**src/rtl/mc_ctrl_if.sv**
```systemverilog
// rtl/mc_ctrl_if.sv - control/handshake bundle between the multi-cycle sequencer and the datapath
interface mc_ctrl_if #(
    parameter int CNT_W = 16
);
    logic             run;
    logic [5:0]       opcode;
    logic             mem_ready;
    logic             pc_write;
    logic             pc_write_cond;
    logic             i_or_d;
    logic             mem_read;
    logic             mem_write;
    logic             ir_write;
    logic             mem_to_reg;
    logic             reg_dst;
    logic             reg_write;
    logic             alu_src_a;
    logic [1:0]       alu_src_b;
    logic [1:0]       alu_op;
    logic [1:0]       pc_source;
    logic [3:0]       state;
    logic             illegal_op;
    logic             mem_timeout;
    logic [CNT_W-1:0] retired;

    // Sequencer side
    modport master (
        input  run, opcode, mem_ready,
        output pc_write, pc_write_cond, i_or_d, mem_read, mem_write, ir_write,
               mem_to_reg, reg_dst, reg_write, alu_src_a, alu_src_b, alu_op,
               pc_source, state, illegal_op, mem_timeout, retired
    );

    // Datapath / memory side
    modport slave (
        output run, opcode, mem_ready,
        input  pc_write, pc_write_cond, i_or_d, mem_read, mem_write, ir_write,
               mem_to_reg, reg_dst, reg_write, alu_src_a, alu_src_b, alu_op,
               pc_source, state, illegal_op, mem_timeout, retired
    );
endinterface

```
**src/rtl/mc_ctrl_fsm.sv**
```systemverilog
// rtl/mc_ctrl_fsm.sv - multi-cycle MIPS-subset control sequencer with memory wait timeout
module mc_ctrl_fsm #(
    parameter int CNT_W      = 16,
    parameter int WAIT_LIMIT = 15
) (
    input  logic      clk,
    input  logic      rst_n,
    mc_ctrl_if.master bus
);

    typedef enum logic [3:0] {
        S_FETCH  = 4'd0,
        S_DECODE = 4'd1,
        S_MEMADR = 4'd2,
        S_MEMRD  = 4'd3,
        S_MEMWB  = 4'd4,
        S_MEMWR  = 4'd5,
        S_RTEX   = 4'd6,
        S_RTWB   = 4'd7,
        S_BEQEX  = 4'd8
    } state_t;

    typedef enum logic [2:0] {
        CLS_NONE = 3'd0,
        CLS_R    = 3'd1,
        CLS_LW   = 3'd2,
        CLS_SW   = 3'd3,
        CLS_BEQ  = 3'd4
    } op_class_t;

    localparam logic [5:0] OP_RTYPE = 6'b000000;
    localparam logic [5:0] OP_LW    = 6'b100011;
    localparam logic [5:0] OP_SW    = 6'b101011;
    localparam logic [5:0] OP_BEQ   = 6'b000100;

    // Counter value seen during the last permitted wait cycle.
    localparam logic [7:0] WAIT_LAST = 8'(WAIT_LIMIT - 1);

    state_t           state_q, state_d;
    op_class_t        cls_q, cls_d;
    logic [7:0]       wait_cnt_q, wait_cnt_d;
    logic [CNT_W-1:0] retired_q;
    logic             gap_q;

    logic       waiting, retire, timeout, fetch_req;
    logic       pc_write, pc_write_cond, i_or_d, mem_read, mem_write, ir_write;
    logic       mem_to_reg, reg_dst, reg_write, alu_src_a, illegal_op;
    logic [1:0] alu_src_b, alu_op, pc_source;

    // State, opcode class, wait counter, retire count and post-timeout gap flag
    always_ff @(posedge clk or negedge rst_n) begin
        if (!rst_n) begin
            state_q    <= S_FETCH;
            cls_q      <= CLS_NONE;
            wait_cnt_q <= 8'd0;
            retired_q  <= '0;
            gap_q      <= 1'b0;
        end else begin
            state_q    <= state_d;
            cls_q      <= cls_d;
            wait_cnt_q <= wait_cnt_d;
            gap_q      <= timeout;
            if (retire) begin
                retired_q <= retired_q + CNT_W'(1);
            end
        end
    end

    // Next-state and per-step datapath controls
    always_comb begin
        state_d       = state_q;
        cls_d         = cls_q;
        waiting       = 1'b0;
        retire        = 1'b0;
        fetch_req     = 1'b0;
        pc_write      = 1'b0;
        pc_write_cond = 1'b0;
        i_or_d        = 1'b0;
        mem_read      = 1'b0;
        mem_write     = 1'b0;
        ir_write      = 1'b0;
        mem_to_reg    = 1'b0;
        reg_dst       = 1'b0;
        reg_write     = 1'b0;
        alu_src_a     = 1'b0;
        alu_src_b     = 2'b00;
        alu_op        = 2'b00;
        pc_source     = 2'b00;
        illegal_op    = 1'b0;

        case (state_q)
            S_FETCH: begin
                // The cycle after a timeout keeps the request low so the
                // memory sees the aborted access end before a new one starts.
                fetch_req = bus.run & ~gap_q;
                mem_read  = fetch_req;
                alu_src_b = 2'b01;
                waiting   = fetch_req;
                if (fetch_req && bus.mem_ready) begin
                    ir_write = 1'b1;
                    pc_write = 1'b1;
                    state_d  = S_DECODE;
                end
            end
            S_DECODE: begin
                alu_src_b = 2'b11;
                case (bus.opcode)
                    OP_RTYPE: begin cls_d = CLS_R;   state_d = S_RTEX;   end
                    OP_LW:    begin cls_d = CLS_LW;  state_d = S_MEMADR; end
                    OP_SW:    begin cls_d = CLS_SW;  state_d = S_MEMADR; end
                    OP_BEQ:   begin cls_d = CLS_BEQ; state_d = S_BEQEX;  end
                    default: begin
                        cls_d      = CLS_NONE;
                        illegal_op = 1'b1;
                        state_d    = S_FETCH;
                    end
                endcase
            end
            S_MEMADR: begin
                alu_src_a = 1'b1;
                alu_src_b = 2'b10;
                state_d   = (cls_q == CLS_SW) ? S_MEMWR : S_MEMRD;
            end
            S_MEMRD: begin
                mem_read = 1'b1;
                i_or_d   = 1'b1;
                waiting  = 1'b1;
                if (bus.mem_ready) state_d = S_MEMWB;
            end
            S_MEMWB: begin
                reg_write  = 1'b1;
                mem_to_reg = 1'b1;
                state_d    = S_FETCH;
                retire     = 1'b1;
            end
            S_MEMWR: begin
                mem_write = 1'b1;
                i_or_d    = 1'b1;
                waiting   = 1'b1;
                if (bus.mem_ready) begin
                    state_d = S_FETCH;
                    retire  = 1'b1;
                end
            end
            S_RTEX: begin
                alu_src_a = 1'b1;
                alu_op    = 2'b10;
                state_d   = S_RTWB;
            end
            S_RTWB: begin
                reg_write = 1'b1;
                reg_dst   = 1'b1;
                state_d   = S_FETCH;
                retire    = 1'b1;
            end
            S_BEQEX: begin
                alu_src_a     = 1'b1;
                alu_op        = 2'b01;
                pc_write_cond = 1'b1;
                pc_source     = 2'b01;
                state_d       = S_FETCH;
                retire        = 1'b1;
            end
            default: begin
                state_d = S_FETCH;
            end
        endcase

        // mem_ready on the limit cycle wins because timeout needs it low.
        timeout = waiting & ~bus.mem_ready & (wait_cnt_q == WAIT_LAST);
        if (timeout) begin
            state_d = S_FETCH;
        end

        if (timeout || bus.mem_ready || !waiting || (state_d != state_q)) begin
            wait_cnt_d = 8'd0;
        end else begin
            wait_cnt_d = wait_cnt_q + 8'd1;
        end
    end

    // Controls are forced low while reset is held so an access aborts at once
    assign bus.pc_write      = pc_write & rst_n;
    assign bus.pc_write_cond = pc_write_cond & rst_n;
    assign bus.i_or_d        = i_or_d & rst_n;
    assign bus.mem_read      = mem_read & rst_n;
    assign bus.mem_write     = mem_write & rst_n;
    assign bus.ir_write      = ir_write & rst_n;
    assign bus.mem_to_reg    = mem_to_reg & rst_n;
    assign bus.reg_dst       = reg_dst & rst_n;
    assign bus.reg_write     = reg_write & rst_n;
    assign bus.alu_src_a     = alu_src_a & rst_n;
    assign bus.alu_src_b     = rst_n ? alu_src_b : 2'b00;
    assign bus.alu_op        = rst_n ? alu_op : 2'b00;
    assign bus.pc_source     = rst_n ? pc_source : 2'b00;
    assign bus.illegal_op    = illegal_op & rst_n;
    assign bus.mem_timeout   = timeout & rst_n;
    assign bus.state         = state_q;
    assign bus.retired       = retired_q;

endmodule

```
**src/flat_wrapper.sv**
```systemverilog
// flat-port wrapper written by rule: the top's interface ports become plain ports
module mc_ctrl_fsm_flat 
#(
    parameter int CNT_W      = 16,
    parameter int WAIT_LIMIT = 15
)
  (clk, rst_n, bus_run, bus_opcode, bus_mem_ready, bus_pc_write, bus_pc_write_cond, bus_i_or_d, bus_mem_read, bus_mem_write, bus_ir_write, bus_mem_to_reg, bus_reg_dst, bus_reg_write, bus_alu_src_a, bus_alu_src_b, bus_alu_op, bus_pc_source, bus_state, bus_illegal_op, bus_mem_timeout, bus_retired);
  mc_ctrl_if #(.CNT_W(CNT_W)) bus_i ();
  input  logic clk;
  input  logic rst_n;
  input wire logic [$bits(bus_i.run)-1:0] bus_run;
  input wire logic [$bits(bus_i.opcode)-1:0] bus_opcode;
  input wire logic [$bits(bus_i.mem_ready)-1:0] bus_mem_ready;
  output wire logic [$bits(bus_i.pc_write)-1:0] bus_pc_write;
  output wire logic [$bits(bus_i.pc_write_cond)-1:0] bus_pc_write_cond;
  output wire logic [$bits(bus_i.i_or_d)-1:0] bus_i_or_d;
  output wire logic [$bits(bus_i.mem_read)-1:0] bus_mem_read;
  output wire logic [$bits(bus_i.mem_write)-1:0] bus_mem_write;
  output wire logic [$bits(bus_i.ir_write)-1:0] bus_ir_write;
  output wire logic [$bits(bus_i.mem_to_reg)-1:0] bus_mem_to_reg;
  output wire logic [$bits(bus_i.reg_dst)-1:0] bus_reg_dst;
  output wire logic [$bits(bus_i.reg_write)-1:0] bus_reg_write;
  output wire logic [$bits(bus_i.alu_src_a)-1:0] bus_alu_src_a;
  output wire logic [$bits(bus_i.alu_src_b)-1:0] bus_alu_src_b;
  output wire logic [$bits(bus_i.alu_op)-1:0] bus_alu_op;
  output wire logic [$bits(bus_i.pc_source)-1:0] bus_pc_source;
  output wire logic [$bits(bus_i.state)-1:0] bus_state;
  output wire logic [$bits(bus_i.illegal_op)-1:0] bus_illegal_op;
  output wire logic [$bits(bus_i.mem_timeout)-1:0] bus_mem_timeout;
  output wire logic [$bits(bus_i.retired)-1:0] bus_retired;
  assign bus_i.run = bus_run;
  assign bus_i.opcode = bus_opcode;
  assign bus_i.mem_ready = bus_mem_ready;
  assign bus_pc_write = bus_i.pc_write;
  assign bus_pc_write_cond = bus_i.pc_write_cond;
  assign bus_i_or_d = bus_i.i_or_d;
  assign bus_mem_read = bus_i.mem_read;
  assign bus_mem_write = bus_i.mem_write;
  assign bus_ir_write = bus_i.ir_write;
  assign bus_mem_to_reg = bus_i.mem_to_reg;
  assign bus_reg_dst = bus_i.reg_dst;
  assign bus_reg_write = bus_i.reg_write;
  assign bus_alu_src_a = bus_i.alu_src_a;
  assign bus_alu_src_b = bus_i.alu_src_b;
  assign bus_alu_op = bus_i.alu_op;
  assign bus_pc_source = bus_i.pc_source;
  assign bus_state = bus_i.state;
  assign bus_illegal_op = bus_i.illegal_op;
  assign bus_mem_timeout = bus_i.mem_timeout;
  assign bus_retired = bus_i.retired;
  mc_ctrl_fsm #(.CNT_W(CNT_W), .WAIT_LIMIT(WAIT_LIMIT)) u_core (.clk(clk), .rst_n(rst_n), .bus(bus_i));
endmodule
```
**config.mk**
```make
export PLATFORM = sky130hd
export DESIGN_NAME = mc_ctrl_fsm_flat
export DESIGN_NICKNAME = d
export VERILOG_FILES = /design/src/rtl/mc_ctrl_if.sv /design/src/rtl/mc_ctrl_fsm.sv /design/src/flat_wrapper.sv
export SDC_FILE = /design/constraint.sdc
export NUM_CORES = 1
export LEC_CHECK = 0
export BUFFER_PORTS_ARGS = -buffer_cell sky130_fd_sc_hd__buf_4
export CORE_ASPECT_RATIO = 2
export CORE_MARGIN = 8
export CORE_UTILIZATION = 52
export CTS_CLUSTER_DIAMETER = 200
export DETAILED_ROUTE_END_ITERATION = 12
export GPL_ROUTABILITY_DRIVEN = 0
export MAX_ROUTING_LAYER = met4
export PLACE_DENSITY = 0.79
export SYNTH_ARGS = -nofsm -noshare
export SYNTH_HDL_FRONTEND = slang
export SYNTH_SLANG_ARGS = --single-unit
```
**constraint.sdc**
```tcl
create_clock -name clk -period 2.24 [get_ports clk]
set_input_delay 0.448 -clock clk [delete_from_list [all_inputs] [get_ports clk]]
set_output_delay 0.448 -clock clk [all_outputs]
set_load 0.01 [all_outputs]
```
# Yosys cells after proc, flatten, opt, wreduce, memory -nomap -nowiden

Index checks and enable logic that the tools add are counted.

Flip-flop bits (word level): 32

$add $sub $neg: 2
Equal/unequal tests: 14
Muxes and demuxes: 30
Bitwise logic cells: 16
Reductions and logical operators: 13

Operator list:

| operator              | count |
|---|---|
| $pmux 4 s6            | 1 |
| $add 16x1->16 const B | 1 |
| $eq 4x3->1 const B    | 4 |
| $mux 4                | 4 |
| $and 1x1->1           | 14 |
| $mux 1                | 14 |
| $eq 6x6->1 const B    | 2 |
| $pmux 3 s4            | 1 |
| $pmux 4 s3            | 1 |
| $add 8x1->8 const B   | 1 |
| $eq 4x2->1 const B    | 2 |
| $eq 8x4->1 const B    | 1 |
| $mux 8                | 1 |
| $eq 6x3->1 const B    | 1 |
| $logic_not 6->1       | 1 |
| $pmux 1 s2            | 3 |
| $pmux 2 s3            | 1 |
| $reduce_or 2->1       | 3 |
| $reduce_or 3->1       | 2 |
| $eq 4x1->1 const B    | 1 |
| $eq 4x4->1 const B    | 1 |
| $logic_not 4->1       | 1 |
| $mux 2                | 2 |
| $ne 4x4->1            | 1 |
| other kinds (8)       | 11 |

# Longest topological paths before layout

Gate-level depths: netlist of run 1.

Depth after elaboration: 9
Depth in mapped cells: 7
Depth with buffers taken out: 6

# Worst setup path after synthesis of run 1

Ideal clock, no wire load.

Path kind: register -> output
Start point: register u_core.state_q[3] (netlist: u_core.bus.state[3])
End point: output bus_pc_write
Arrival: 1.714 ns
Required time: 1.792 ns
Setup slack: 0.078 ns
Cell stages (with the launch flop): 5
Path buffers: 2
Path through: dfrtp_1 -> clkbuf_1 -> or3b_2 -> nor3_1 -> buf_4

Word-level cells in the longest chain between the ends: 3

RTL lines:

| what                     | line               | source |
|---|---|---|
| start: declaration       | mc_ctrl_fsm.sv:39  | `state_t state_q, state_d;` |
| start signal: assignment | mc_ctrl_fsm.sv:59  | `state_q <= state_d;` |
| $logic_not 4->1          | --                 |  |
| $mux 1                   | --                 |  |
| $and 1x1->1              | --                 |  |
| end: declaration         | flat_wrapper.sv:14 | `output wire logic [$bits(bus_i.pc_write)-1:0] bus_pc_write;` |

Every way passes these cells.

# Worst setup path in the final report of run 1

Start point: register u_core.wait_cnt_q[0]
End point: output bus_mem_timeout

Word-level cells in the longest chain between the ends: 3

RTL lines:

| what                     | line               | source |
|---|---|---|
| start: declaration       | mc_ctrl_fsm.sv:41  | `logic [7:0] wait_cnt_q, wait_cnt_d;` |
| start signal: assignment | mc_ctrl_fsm.sv:61  | `wait_cnt_q <= wait_cnt_d;` |
| $eq 8x4->1               | mc_ctrl_fsm.sv:170 | `timeout = waiting & ~bus.mem_ready & (wait_cnt_q == WAIT_LAST);` |
| $and 1x1->1              | mc_ctrl_fsm.sv:170 |  |
| $and 1x1->1              | mc_ctrl_fsm.sv:197 | `assign bus.mem_timeout = timeout & rst_n;` |
| end: declaration         | flat_wrapper.sv:29 | `output wire logic [$bits(bus_i.mem_timeout)-1:0] bus_mem_timeout;` |

Every way passes these cells.

==> results of run 1 <==
[metrics by stage]
stage | total power, W | instance area (µm²) | utilization [%] | hold WS [ns] | setup WS (ns)
floorplan | 0.000940 | 1820 | - | 0.152 | 0.0782
global placement | 0.00110 | 2190 | 64.7 | 0.275 | 0.276
detailed placement | 0.00111 | 2190 | 64.7 | 0.279 | 0.263
CTS | 0.00155 | 2280 | 67.6 | 0.129 | 0.0132
global route | 0.00162 | 2300 | 68.2 | 0.145 | 0.0298
finish | 0.00154 | 2300 | 68.2 | 0.136 | 0.116
[cells in the mapped netlist (2+ instances only)]
master and number:
sky130_fd_sc_hd__o21ai_0 4, sky130_fd_sc_hd__xor2_1 8, sky130_fd_sc_hd__a21o_1 2, sky130_fd_sc_hd__nand2_1 13, sky130_fd_sc_hd__nand4_1 8, sky130_fd_sc_hd__nand2b_1 2, sky130_fd_sc_hd__and3_1 6, sky130_fd_sc_hd__nor2_1 20
sky130_fd_sc_hd__buf_2 4, sky130_fd_sc_hd__or3_1 2, sky130_fd_sc_hd__dfrtp_1 32, sky130_fd_sc_hd__and4b_1 2, sky130_fd_sc_hd__nand3_1 7, sky130_fd_sc_hd__nor3_1 6, sky130_fd_sc_hd__nor3b_1 4, sky130_fd_sc_hd__xnor2_1 13
sky130_fd_sc_hd__inv_1 3, sky130_fd_sc_hd__a21oi_1 7, sky130_fd_sc_hd__nor4b_1 3, sky130_fd_sc_hd__buf_6 3, sky130_fd_sc_hd__and2_1 3, sky130_fd_sc_hd__ha_1 3, sky130_fd_sc_hd__nand2b_4 3, sky130_fd_sc_hd__buf_4 3
[metal layers]
metal / part of all wire [%] / vias to the layer above
li1: - / 743
met1: 35 / 768
met2: 56 / 50
met3: 4.9 / 13
met4: 3.9 / 0
met5: 0 / -
[final timing paths]
path / startpoint / to / slack [ns] / cells after the start
max reg2reg: u_core.bus.state[2] / u_core.bus.retired[4] / 0.37 / 6
min in group clk: bus_opcode[2] / u_core.cls_q[1] / 0.39 / 2
min: rst_n / u_core.wait_cnt_q[7] / 0.14 / 2
min reg2reg: u_core.cls_q[1] / u_core.cls_q[1] / 0.49 / 2
max: u_core.wait_cnt_q[0] / bus_mem_timeout / 0.12 / 6
max in group asynchronous: rst_n / u_core.wait_cnt_q[0] / 1.40 / 2
[layout make-up]
cell class | count | area (µm²)
clock buffer | 5 | 68.8
clock inverter | 3 | 18.8
fill | 303 | 1070
inverter | 3 | 11.3
multi-input combinational | 138 | 946
sequential | 32 | 803
tap | 32 | 40.0
timing repair buffer | 55 | 415
[registers in the layout (all words and copies together) (netlist names)]
signal,cells
u_core.gap_q,1
u_core.bus.state,4
u_core.bus.retired,16
u_core.cls_q,3
u_core.wait_cnt_q,8
[power by group through the flow]
stage / sequential (W) / combinational, W / clock, W
2_1_floorplan: 0.000693 / 0.000247 / 0
3_3_place_gp: 0.000697 / 0.000407 / 0
3_5_place_dp: 0.000699 / 0.000410 / 0
4_1_cts: 0.000689 / 0.000416 / 0.000444
5_1_grt: 0.000702 / 0.000452 / 0.000467
6_report: 0.000693 / 0.000417 / 0.000432
[cell families (layout without fill, tap and decap cells)]
group,after synthesis,count (layout),synth area share (%)
AND/OR/NAND/NOR,87,87,28.3
other,1,1,0.206
multiplexers,2,2,1.37
flip-flops,32,32,44.0
XOR/XNOR,21,21,10.1
buffers and inverters,14,66,5.01
AO/OA/AOI/OAI,24,24,9.00
adder cells (fa/ha/maj),3,3,2.06
[cell usage in the layout, fill, tap and decap left out, types with 2 or more instances in the layout]
master	count
sky130_fd_sc_hd__nor4b_1	2
sky130_fd_sc_hd__nor2_1	20
sky130_fd_sc_hd__clkinv_2	2
sky130_fd_sc_hd__nand4_1	8
sky130_fd_sc_hd__nor3_1	5
sky130_fd_sc_hd__xnor2_1	13
sky130_fd_sc_hd__or3_1	2
sky130_fd_sc_hd__dfrtp_2	2
sky130_fd_sc_hd__and3_1	6
sky130_fd_sc_hd__nand3_1	7
sky130_fd_sc_hd__ha_1	3
sky130_fd_sc_hd__buf_4	54
sky130_fd_sc_hd__xor2_1	8
sky130_fd_sc_hd__and4b_1	2
sky130_fd_sc_hd__and2_1	3
sky130_fd_sc_hd__clkbuf_8	5
sky130_fd_sc_hd__nand2b_1	2
sky130_fd_sc_hd__nand2b_4	3
sky130_fd_sc_hd__nor3b_1	3
sky130_fd_sc_hd__a21oi_1	7
sky130_fd_sc_hd__nand2_1	13
sky130_fd_sc_hd__o21ai_0	4
sky130_fd_sc_hd__dfrtp_1	30
sky130_fd_sc_hd__a21o_1	2
sky130_fd_sc_hd__inv_1	3
[what timing repair did]
item | in CTS | in global routing
hold buffers | 1 | 0
resized for setup | 0 | 5
buffers inserted | 0 | 0
endpoints found under the setup margin | 0 | 6
hold endpoints to repair | 6 | 0
==> results.txt, run 1 <==
The fraction of registers with async set or reset after synthesis came out at between 90% and 100%. For this run, the post-layout net count is 248. The number of synthesized register bits came out at 32.

The via count of the first global-routing pass came out at 1640. The fraction of met3 tracks used by global routing is 5.17%. The largest area contributor in the synthesized netlist is sky130_fd_sc_hd__dfrtp_1.

TritonCTS built the clock tree. The data required time of the worst path came out at 1.79 ns. The data arrival at the endpoint of the critical path is approximately 1.7 ns. Entering global routing, the biggest net connects 18 pins. After floorplanning, the core was divided into 30 placement rows. The minimum clock period came out at 2.12 ns. The number of antenna violations at the first check in global routing came out at 0. For this run, design rule violations remaining after detail routing come to 0. The clock-pin transition on the worst setup and hold timing paths is about 0.07 ns. Setup repair after global routing left no endpoint under its margin.

Combinational logic burns 27.0% of the power. The vertical die dimension came out at around 100 µm. The met1 capacity usage during global routing came out at between 10% and 20%. Together, buffers and inverters on the worst path number 2. The critical path goes through inv_1 -> ha_1 -> and4b_1 -> nand4_1 -> nor3b_2 -> buf_4.

The deepest clock path buffer count is 2. The number of iterations in the first detailed-routing pass is 4. The routed design has 4620 µm of wire. In the routed layout, each cell is associated on average with a via count of 5.87. The distinct cell type count after synthesis came out at 47. Synthesis produced 184 cells. The detailed-route via count is around 1600. The number of endpoints with negative hold slack in the final report came out at 0. The leftover overflow at the end of global routing came out at 0. The die outline area came out at 0.00577 mm².

The max-slew violation count came out at 0. The number of levels the H-tree was split into is 2. The growth of design area from synthesis to finish came out at 26.4%. The final sum of negative setup slack is 0 ns. Input and output buffers added on the ports amount to 46.

The number of placed instances with taps included came out at about 260. The internal portion of the total power is 0.00104 W. The post-synthesis average cell area came out at 9.90 µm². The later-pin clock latency in the skew report is 0.29 ns. Ranked by total cell area, the synthesized netlist is headed by sky130_fd_sc_hd__dfrtp_1 (44%), sky130_fd_sc_hd__xnor2_1 (6.3%), sky130_fd_sc_hd__nor2_1 (4.1%).

The number of synthesized flops with an enable pin came out at 0. The power per cell area came out at 669 mW/mm². The kind of launch point of the worst setup path is a flop. Of the total power, the share spent switching nets is 32.9%. The worst setup path is captured at an output port.

Global routing consumed, over all layers together, 17.7% of the routing resources. The upper clock frequency limit came out at 471 MHz. Counting every sink on the clock net gives 32.

The leakage power figure came out at 1.11 nW. The synthesized netlist occupies a cell area of 0.00182 mm². Broken down by cell family, the worst path's largest delay share belongs to simple AND/OR/NAND/NOR gates.

The wire length per cell came out at 17.2 µm. The number of failing setup endpoints in the final timing report is 0. The largest vdd supply drop came out at 0.000562 V. The remaining antenna violation count after routing came out at 0. The share of the yosys chip area belonging to registers came out at 44.0%. The part of the cycle the worst path needs came out at 94.8%. The tool flagged a number of max-cap violations equal to 0. The flow ran to the end, and the final reports show no timing, DRC or antenna violations. The number of buffers inserted during clock tree synthesis came out at 5.

The number of cells in the finished layout apart from fillers came out at 268. The share of total power dissipated in sequential elements is between 40 and 50%. After global routing, the most crowded layer is met2. Among all stages on the critical path, the largest delay is contributed by sky130_fd_sc_hd__dfrtp_1. The first-pass GRT wire length came out at 7800 µm. The maximum clock skew at final layout is 0.00505 ns.

The post-synth net total came out at 197. Measured along the x axis, the die boundary spans around 58 µm. The total core area is 0.00338 mm².

The path class of the lowest-slack min-delay path is primary input to asynchronous set/reset pin. The count of synthesis-stage warnings from yosys came out at 0. The share of layout cells above drive strength 1 is 32.6%. The clock network burns 28.0% of the power.

In this run the worst path has a maximum fanout of 5. The starting density of the core is 53.9%. Summed over its instances, the top area cell type makes up 44.0% of the synthesized netlist area. The count of boundary I/O pins is 48. The net switching power figure is 0.000507 W. The count of antenna diodes in the layout is 0. The global-route track usage on met2 came out at 31.5%. The prevailing post-synth register cell is sky130_fd_sc_hd__dfrtp_1.

The root buffer cell chosen for the clock tree is sky130_fd_sc_hd__clkbuf_8. The category of the most critical setup path is flop to output port. The detailed router's first-iteration violation count is 31.

The critical path's largest stage delay is 0.43 ns. The total half-perimeter wirelength after legalization and detailed placement came out at approximately 3600 µm.
Note: power is estimated with default switching activity, not from simulation.
==> run 2: changes to the inputs <==
--- a/config.mk
+++ b/config.mk
@@ -6,14 +6,16 @@
 export NUM_CORES = 1
 export LEC_CHECK = 0
 export BUFFER_PORTS_ARGS = -buffer_cell sky130_fd_sc_hd__buf_4
+export CELL_PAD_IN_SITES_DETAIL_PLACEMENT = 1
+export CELL_PAD_IN_SITES_GLOBAL_PLACEMENT = 2
 export CORE_ASPECT_RATIO = 2
 export CORE_MARGIN = 8
-export CORE_UTILIZATION = 52
+export CORE_UTILIZATION = 32
 export CTS_CLUSTER_DIAMETER = 200
 export DETAILED_ROUTE_END_ITERATION = 12
 export GPL_ROUTABILITY_DRIVEN = 0
 export MAX_ROUTING_LAYER = met4
-export PLACE_DENSITY = 0.79
+export PLACE_DENSITY_LB_ADDON = 0.1
 export SYNTH_ARGS = -nofsm -noshare
 export SYNTH_HDL_FRONTEND = slang
 export SYNTH_SLANG_ARGS = --single-unit
==> run 2 against run 1 <==
  * Sequential power is 1% higher
  * Critical path depth shrank 3
  * Setup slack worse by 0.045 ns
  * Via count down 1.8%
  * Die area rose by 48%
  * Clock skew is 0.0012 ns lower
  * Design area rose by 4.0%
  * Clock-buffer cell count up 1
  * First-iteration DRC count increased by 100%
  * Non-clock buffer count fell by 3
  * Combinational power shrank 1%
  * Largest cell class unchanged
  * Fmax fell by 2.1%
==> results.txt, run 2 (synthesis gave the netlist of run 1 again) <==
The total setup buffers inserted after CTS came out at 0. Setup repair after global routing could not meet its margin everywhere. The combinational fraction of design power is 21.8%. The register with the most flip-flops in the layout has 16 of them. The count of clock tree sinks is 32.

The max-slew violation count came out at 0. The total core area is 0.00561 mm². The worst path needs between 2 and 2.5 ns of the cycle, external delays included. The via count of the first global-routing pass came out at between 1500 and 2000. TritonCTS built the clock tree.

The quantity of I/O buffers inserted on ports is 46. In the layout the commonest cells are sky130_fd_sc_hd__buf_4 (51), sky130_fd_sc_hd__dfrtp_1 (29), sky130_fd_sc_hd__nor2_1 (20). The number of endpoints with negative hold slack in the final report came out at 0. The number of levels the H-tree was split into came out at 2.

By startpoint and endpoint, the worst setup path is classified as flop to output port. The first detailed-routing pass took 4 iterations. The final worst slack is approximately 0.071 ns.

The repair_antennas step left the layout with diodes totalling 0. The number of antenna violations at the first check in global routing is 0. The detailed router's first-iteration violation count is 62. The tool flagged a number of max-cap violations equal to 0. The detail-routed via count per cell is 5.26. Global routing finished with a remaining overflow of 0. After clock tree synthesis, the clock-pin slew on the worst setup and hold paths is 0.06 ns. Leaving out fill and tap cells, the most frequent cell in the layout is sky130_fd_sc_hd__buf_4. The number of cells traversed by the worst register-to-register path is 4. The sequential fraction of design power is 37.0%. The design area came out at 0.00239 mm². The clock network is responsible for 41.2% of the overall power. The first element of the critical path is u_core.bus.state[2]. The placed instance area came out at between 0.002 and 0.0025 mm². For this run, the total global-route usage over all layers was measured as 12.8%. The remaining antenna violation count after routing came out at 0. The data required time of the worst path is 1.79 ns. On the final layout, the worst hold slack is 0.120 ns. The switching fraction of total power came out at 28.9%. The combined area of the multi-input logic cells came out at 936 µm². The later-pin clock latency in the skew report came out at around 0.28 ns.

The kind of launch point of the worst setup path is a flop. The share of layout cells above drive strength 1 came out at 31.3%. The number of rows created at floorplan came out at 39. STA classifies the critical path endpoint as an output port. Along the worst path, the maximum fanout reaches 11. The number of failing setup endpoints in the final timing report came out at 0.

The filler cell count came out at between 600 and 700. The count of boundary I/O pins is 48. The total DRC errors in the routed layout is 0. Timing would allow up to 461 MHz. The cell-internal power is 0.00134 W. The deepest clock path buffer count came out at 2. Dividing the detail-routed wire length by the instance count gives roughly 17 µm. Setup slack on the worst reg-to-reg path comes out at 0.38 ns.

The path class of the tightest hold or removal check is primary input to asynchronous set/reset pin. The largest vdd supply drop came out at 0.000653 V. The leakage power figure came out at 1.13 nW.

The flow ran to the end, and the final reports show no timing, DRC or antenna violations. The net switching power figure is about 0.00055 W. STA puts the critical path data arrival time at 1.72 ns. The vertical die dimension came out at 123 µm. The first-pass GRT wire length is 8730 µm. In this run the power density over the cells is 789 mW/mm². The detailed-route via count came out at between 1500 and 2000. Summed over all nets, the half-perimeter wirelength after detailed placement is about 3800 µm.

The floorplan step set the die width to 69.4 µm. OpenSTA, run right after detailed placement, puts the worst setup slack at 0.303 ns. For the final database, setup skew stands at around 0.0039 ns. The die outline area is 0.00851 mm². The launch instance of the worst register-to-register path is u_core.bus.state[1]. The growth of design area from synthesis to finish came out at 31.5%. The pin count of the biggest net entering global routing came out at 40. The critical register-to-register path endpoint is u_core.bus.retired[1]. The starting density of the core is 32.5%. The sequential cell area in the final layout is between 800 and 900 µm². The net total in the final layout came out at 245. The tree is rooted in a sky130_fd_sc_hd__clkbuf_16. After clock tree synthesis, the flow added hold-fix buffers numbering 0.

After layout, the worst path uses 96.8% of the clock period. The total routed wirelength is 5070 µm. The number of buffers inserted during clock tree synthesis is 5.
## run 2: worst max path at each step
stage	endpoint	slack (ns)	cells after the start
after global routing	bus_mem_timeout	-0.005	5
after global placement	bus_ir_write	0.32	3
after detailed placement	bus_pc_write	0.30	3
after CTS	bus_mem_timeout	0.003	5
after floorplan	bus_pc_write	0.08	4
final	bus_pc_write	0.07	3
## run 2: routing by layer
layer	global-route usage [%]	routed length, µm	vias to the layer above
met2	21.2	2540	41
met1	14.1	2180	759
met5	-	0	-
met3	3.64	268	5
li1	-	-	740
met4	5.42	82	0
## run 2: critical path, cell delays in order, from the launching register on
cell and delay [ns]:
sky130_fd_sc_hd__dfrtp_2 0.49, sky130_fd_sc_hd__or3b_2 0.54, sky130_fd_sc_hd__nor3_1 0.25, sky130_fd_sc_hd__buf_4 0.17
## run 2: power groups by stage
stage	sequential [W]	combinational (W)	clock (W)
global placement	0.000703	0.000414	0
finish	0.000700	0.000411	0.000779
floorplan	0.000693	0.000247	0
detailed placement	0.000705	0.000419	0
CTS	0.000696	0.000421	0.000798
global route	0.000712	0.000456	0.000814
## run 2: what timing repair did
action | CTS | global route
setup endpoints to repair | 2 | 6
gates cloned | 0 | 0
resized for setup | 1 | 3
## run 2: area by class of cell
| class | count | share of cell area [%] |
|---|---|---|
| repair buffers | 52 | 16.8 |
| inverters | 3 | 0.470 |
| clock buffers | 6 | 5.38 |
| flip-flops and latches | 32 | 33.6 |
| clock inverters | 2 | 1.46 |
| multi-input cells | 138 | 39.1 |
| well taps | 61 | 3.19 |
## run 2: stage by stage
stage          TNS [ns]  total power [W]  instances  utilization (%)
4_1_cts               0          0.00192        294             42.5
3_5_place_dp          0          0.00112        286             39.6
6_report              0          0.00189        294             42.7
5_1_grt        -0.00511          0.00198        294             42.7
2_1_floorplan         0         0.000940        184                -
3_3_place_gp          0          0.00112        286             39.6
==> run 3: changes to the inputs <==
==> constraint.sdc (replaced) <==
create_clock -name clk -period 2.2 [get_ports clk]
set_input_delay 0.44 -clock clk [delete_from_list [all_inputs] [get_ports clk]]
set_output_delay 0.44 -clock clk [all_outputs]
set_load 0.01 [all_outputs]
==> run 3 against run 2 <==
  * Register-to-register slack better by 0.05 ns
  * Critical path type unchanged
  * Combinational power is 2% higher
  * Global-route usage is 0.18 points lower
  * Highest routed layer unchanged
  * Critical path depth stayed put
  * First-iteration DRC count is 29% higher
  * Design area is 0.42% higher
  * Die area stayed put
  * Total power is 1.1% higher
  * Largest cell class unchanged
  * Sequential share of layout area is 0.088 points lower
  * Core utilization is 0.18 points higher
  * Clock power is 0.5% higher
  * Setup slack better by 0.0090 ns
==> results.txt, run 3 (synthesis gave the netlist of run 1 again) <==
The remaining antenna violation count after routing is 0. The number of antenna violations at the first check in global routing was 0. The number of maximum-capacitance violations came out at 0. The flow ran to the end, and the final reports show no timing, DRC or antenna violations. The number of cells traversed by the worst register-to-register path is 4.

The share of layout cells above drive strength 1 came out at approximately 33%. The final-layout worst hold slack came out at 0.111 ns. For this run, the slowest stage of the critical path takes around 0.55 ns. The via count of the first global-routing pass is 1676. In the routed layout, each cell is associated on average with a via count of 5.30. The wire length per cell is 16.8 µm. The starting density of the core is between 30% and 40%. Global routing finished with a remaining overflow of 0. The part of the cycle the worst path needs is 96.3%. From bottom edge to top edge, the die measures 123 µm. The upper clock frequency limit came out at around 470 MHz.

The worst setup path is captured at an output port. Setup slack on the critical path of the routed design comes to 0.0805 ns. The die width is 69.4 µm.

The largest vdd supply drop is 0.000600 V. The count of clock tree sinks came out at 32. The final cell utilization of the core is a little over two fifths. The post-place setup slack is 0.240 ns.

Along the worst path, the maximum fanout reaches 11. The number of levels the H-tree was split into came out at 2. The path class of the lowest-slack min-delay path is primary input to asynchronous set/reset pin. In the routed design, unresolved DRC markers number 0. Once placement finished, the instance area stood at 0.00222 mm². The CTS tree is yes.

Compared with the post-synthesis result, the final layout area differs by 32.0%. The deepest clock path buffer count is 2. Global routing used between 10% and 20% of the available tracks across all layers. After layout, the minimum clock period comes to 2.12 ns. Among all stages on the critical path, the largest delay is contributed by sky130_fd_sc_hd__or3b_2.

The pin count of the biggest net entering global routing is 40. Clock-pin slew was measured on the worst setup and hold paths at around 0.050 ns. The worst register-to-register path begins at u_core.bus.state[1]. The number of failing setup endpoints in the final timing report is 0. The library cell used most frequently in the layout, excluding fill and tap cells, is sky130_fd_sc_hd__buf_4.

The data arrival at the endpoint of the critical path is 1.68 ns. The number of rows created at floorplan is 39. The register with the most flip-flops in the layout has 16 of them. The max-slew violation count came to 0.

The worst setup path is of the flop to output port kind. The number of placed instances with taps included is 286. The maximum clock skew at final layout is 0.00354 ns. The count of boundary I/O pins is between 40 and 50.

The total core area came out at 0.00561 mm². The number of buffers inserted during clock tree synthesis is 5. In the layout the commonest cells are sky130_fd_sc_hd__buf_4 (51), sky130_fd_sc_hd__dfrtp_1 (28), sky130_fd_sc_hd__nor2_1 (20). The power per cell area came out at 795 mW/mm². The number of iterations in the first detailed-routing pass came out at 4.

The net total in the final layout came out at about 250. The design area came out at 0.00240 mm². At the worst endpoint, the required time is 1.76 ns. The number of cells in the finished layout apart from fillers came out at between 200 and 300. The detailed router's first-iteration violation count came out at 80. The first-pass GRT wire length came out at roughly 8400 µm. The count of antenna diodes in the layout is 0.

The HPWL after detailed placement is 3700 µm. The number of endpoints with negative hold slack in the final report is 0. The total routed wirelength is 4930 µm.

The quantity of I/O buffers inserted on ports is 46. The detailed-route via count came out at 1559. In this run, post-CTS hold repair placed 0 buffers. STA classifies the critical path startpoint as a flop. The leakage power figure is 1.13 nW. The die outline area came out at 0.00851 mm².

The critical path starts at u_core.bus.state[2]. Traced cell by cell, the critical path runs through or3b_2 -> nor3_2 -> buf_4. The master cell of the clock root buffer is sky130_fd_sc_hd__clkbuf_16. The later-pin clock latency in the skew report came out at 0.28 ns.
## run 3: cell counts in the layout (fill, tap and decap cells not counted)
No cell type changed its count.
## run 3: timing repair
| action | in CTS | in global routing |
|---|---|---|
| pin swaps | 0 | 2 |
| endpoints found under the setup margin | 3 | 2 |
| cloned | 0 | 0 |
| buffers inserted | 0 | 0 |
| gates resized for setup | 3 | 4 |
## run 3: area by class of cell
type / instances / area (µm²)
tap: 61 / 76.3
fill: 651 / 3210
clock inverter: 2 / 35.0
multi-input combinational: 138 / 945
sequential: 32 / 806
timing repair buffer: 52 / 403
inverter: 3 / 11.3
clock buffer: 6 / 129
## run 3: worst paths after layout
kind | to | slack [ns]
min in group clk | u_core.cls_q[1] | 0.39
max in group asynchronous | u_core.wait_cnt_q[0] | 1.88
worst min-delay path | u_core.gap_q | 0.11
worst max-delay path | bus_pc_write | 0.08
worst max register to register | u_core.bus.retired[1] | 0.43
worst min register to register | u_core.bus.retired[15] | 0.47
## run 3: where the power goes
part           switching (W)  internal (W)  leakage, nW
sequential         0.0000719      0.000637        0.428
clock               0.000251      0.000532       0.0808
combinational       0.000219      0.000200        0.621
## run 3: layer usage
layer | vias up | global-route usage, % | wire (µm)
met5 | - | - | 0
met1 | 767 | 14.0 | 2100
met2 | 47 | 19.9 | 2440
met4 | 0 | 5.81 | 97
met3 | 5 | 4.45 | 297
li1 | 740 | - | -
## run 3: per-stage QoR
stage | total power (W) | setup TNS, ns
final | 0.00191 | 0
after global routing | 0.00202 | -0.0163
after global placement | 0.00114 | 0
after CTS | 0.00195 | 0
after floorplan | 0.000957 | 0
after detailed placement | 0.00114 | 0
## run 3: worst max-delay path, delay by kind of cell, from the launching register on
kind	cells	cell delay, ns
flops	1	0.49
buf+inv	1	0.15
simple gates	2	0.76
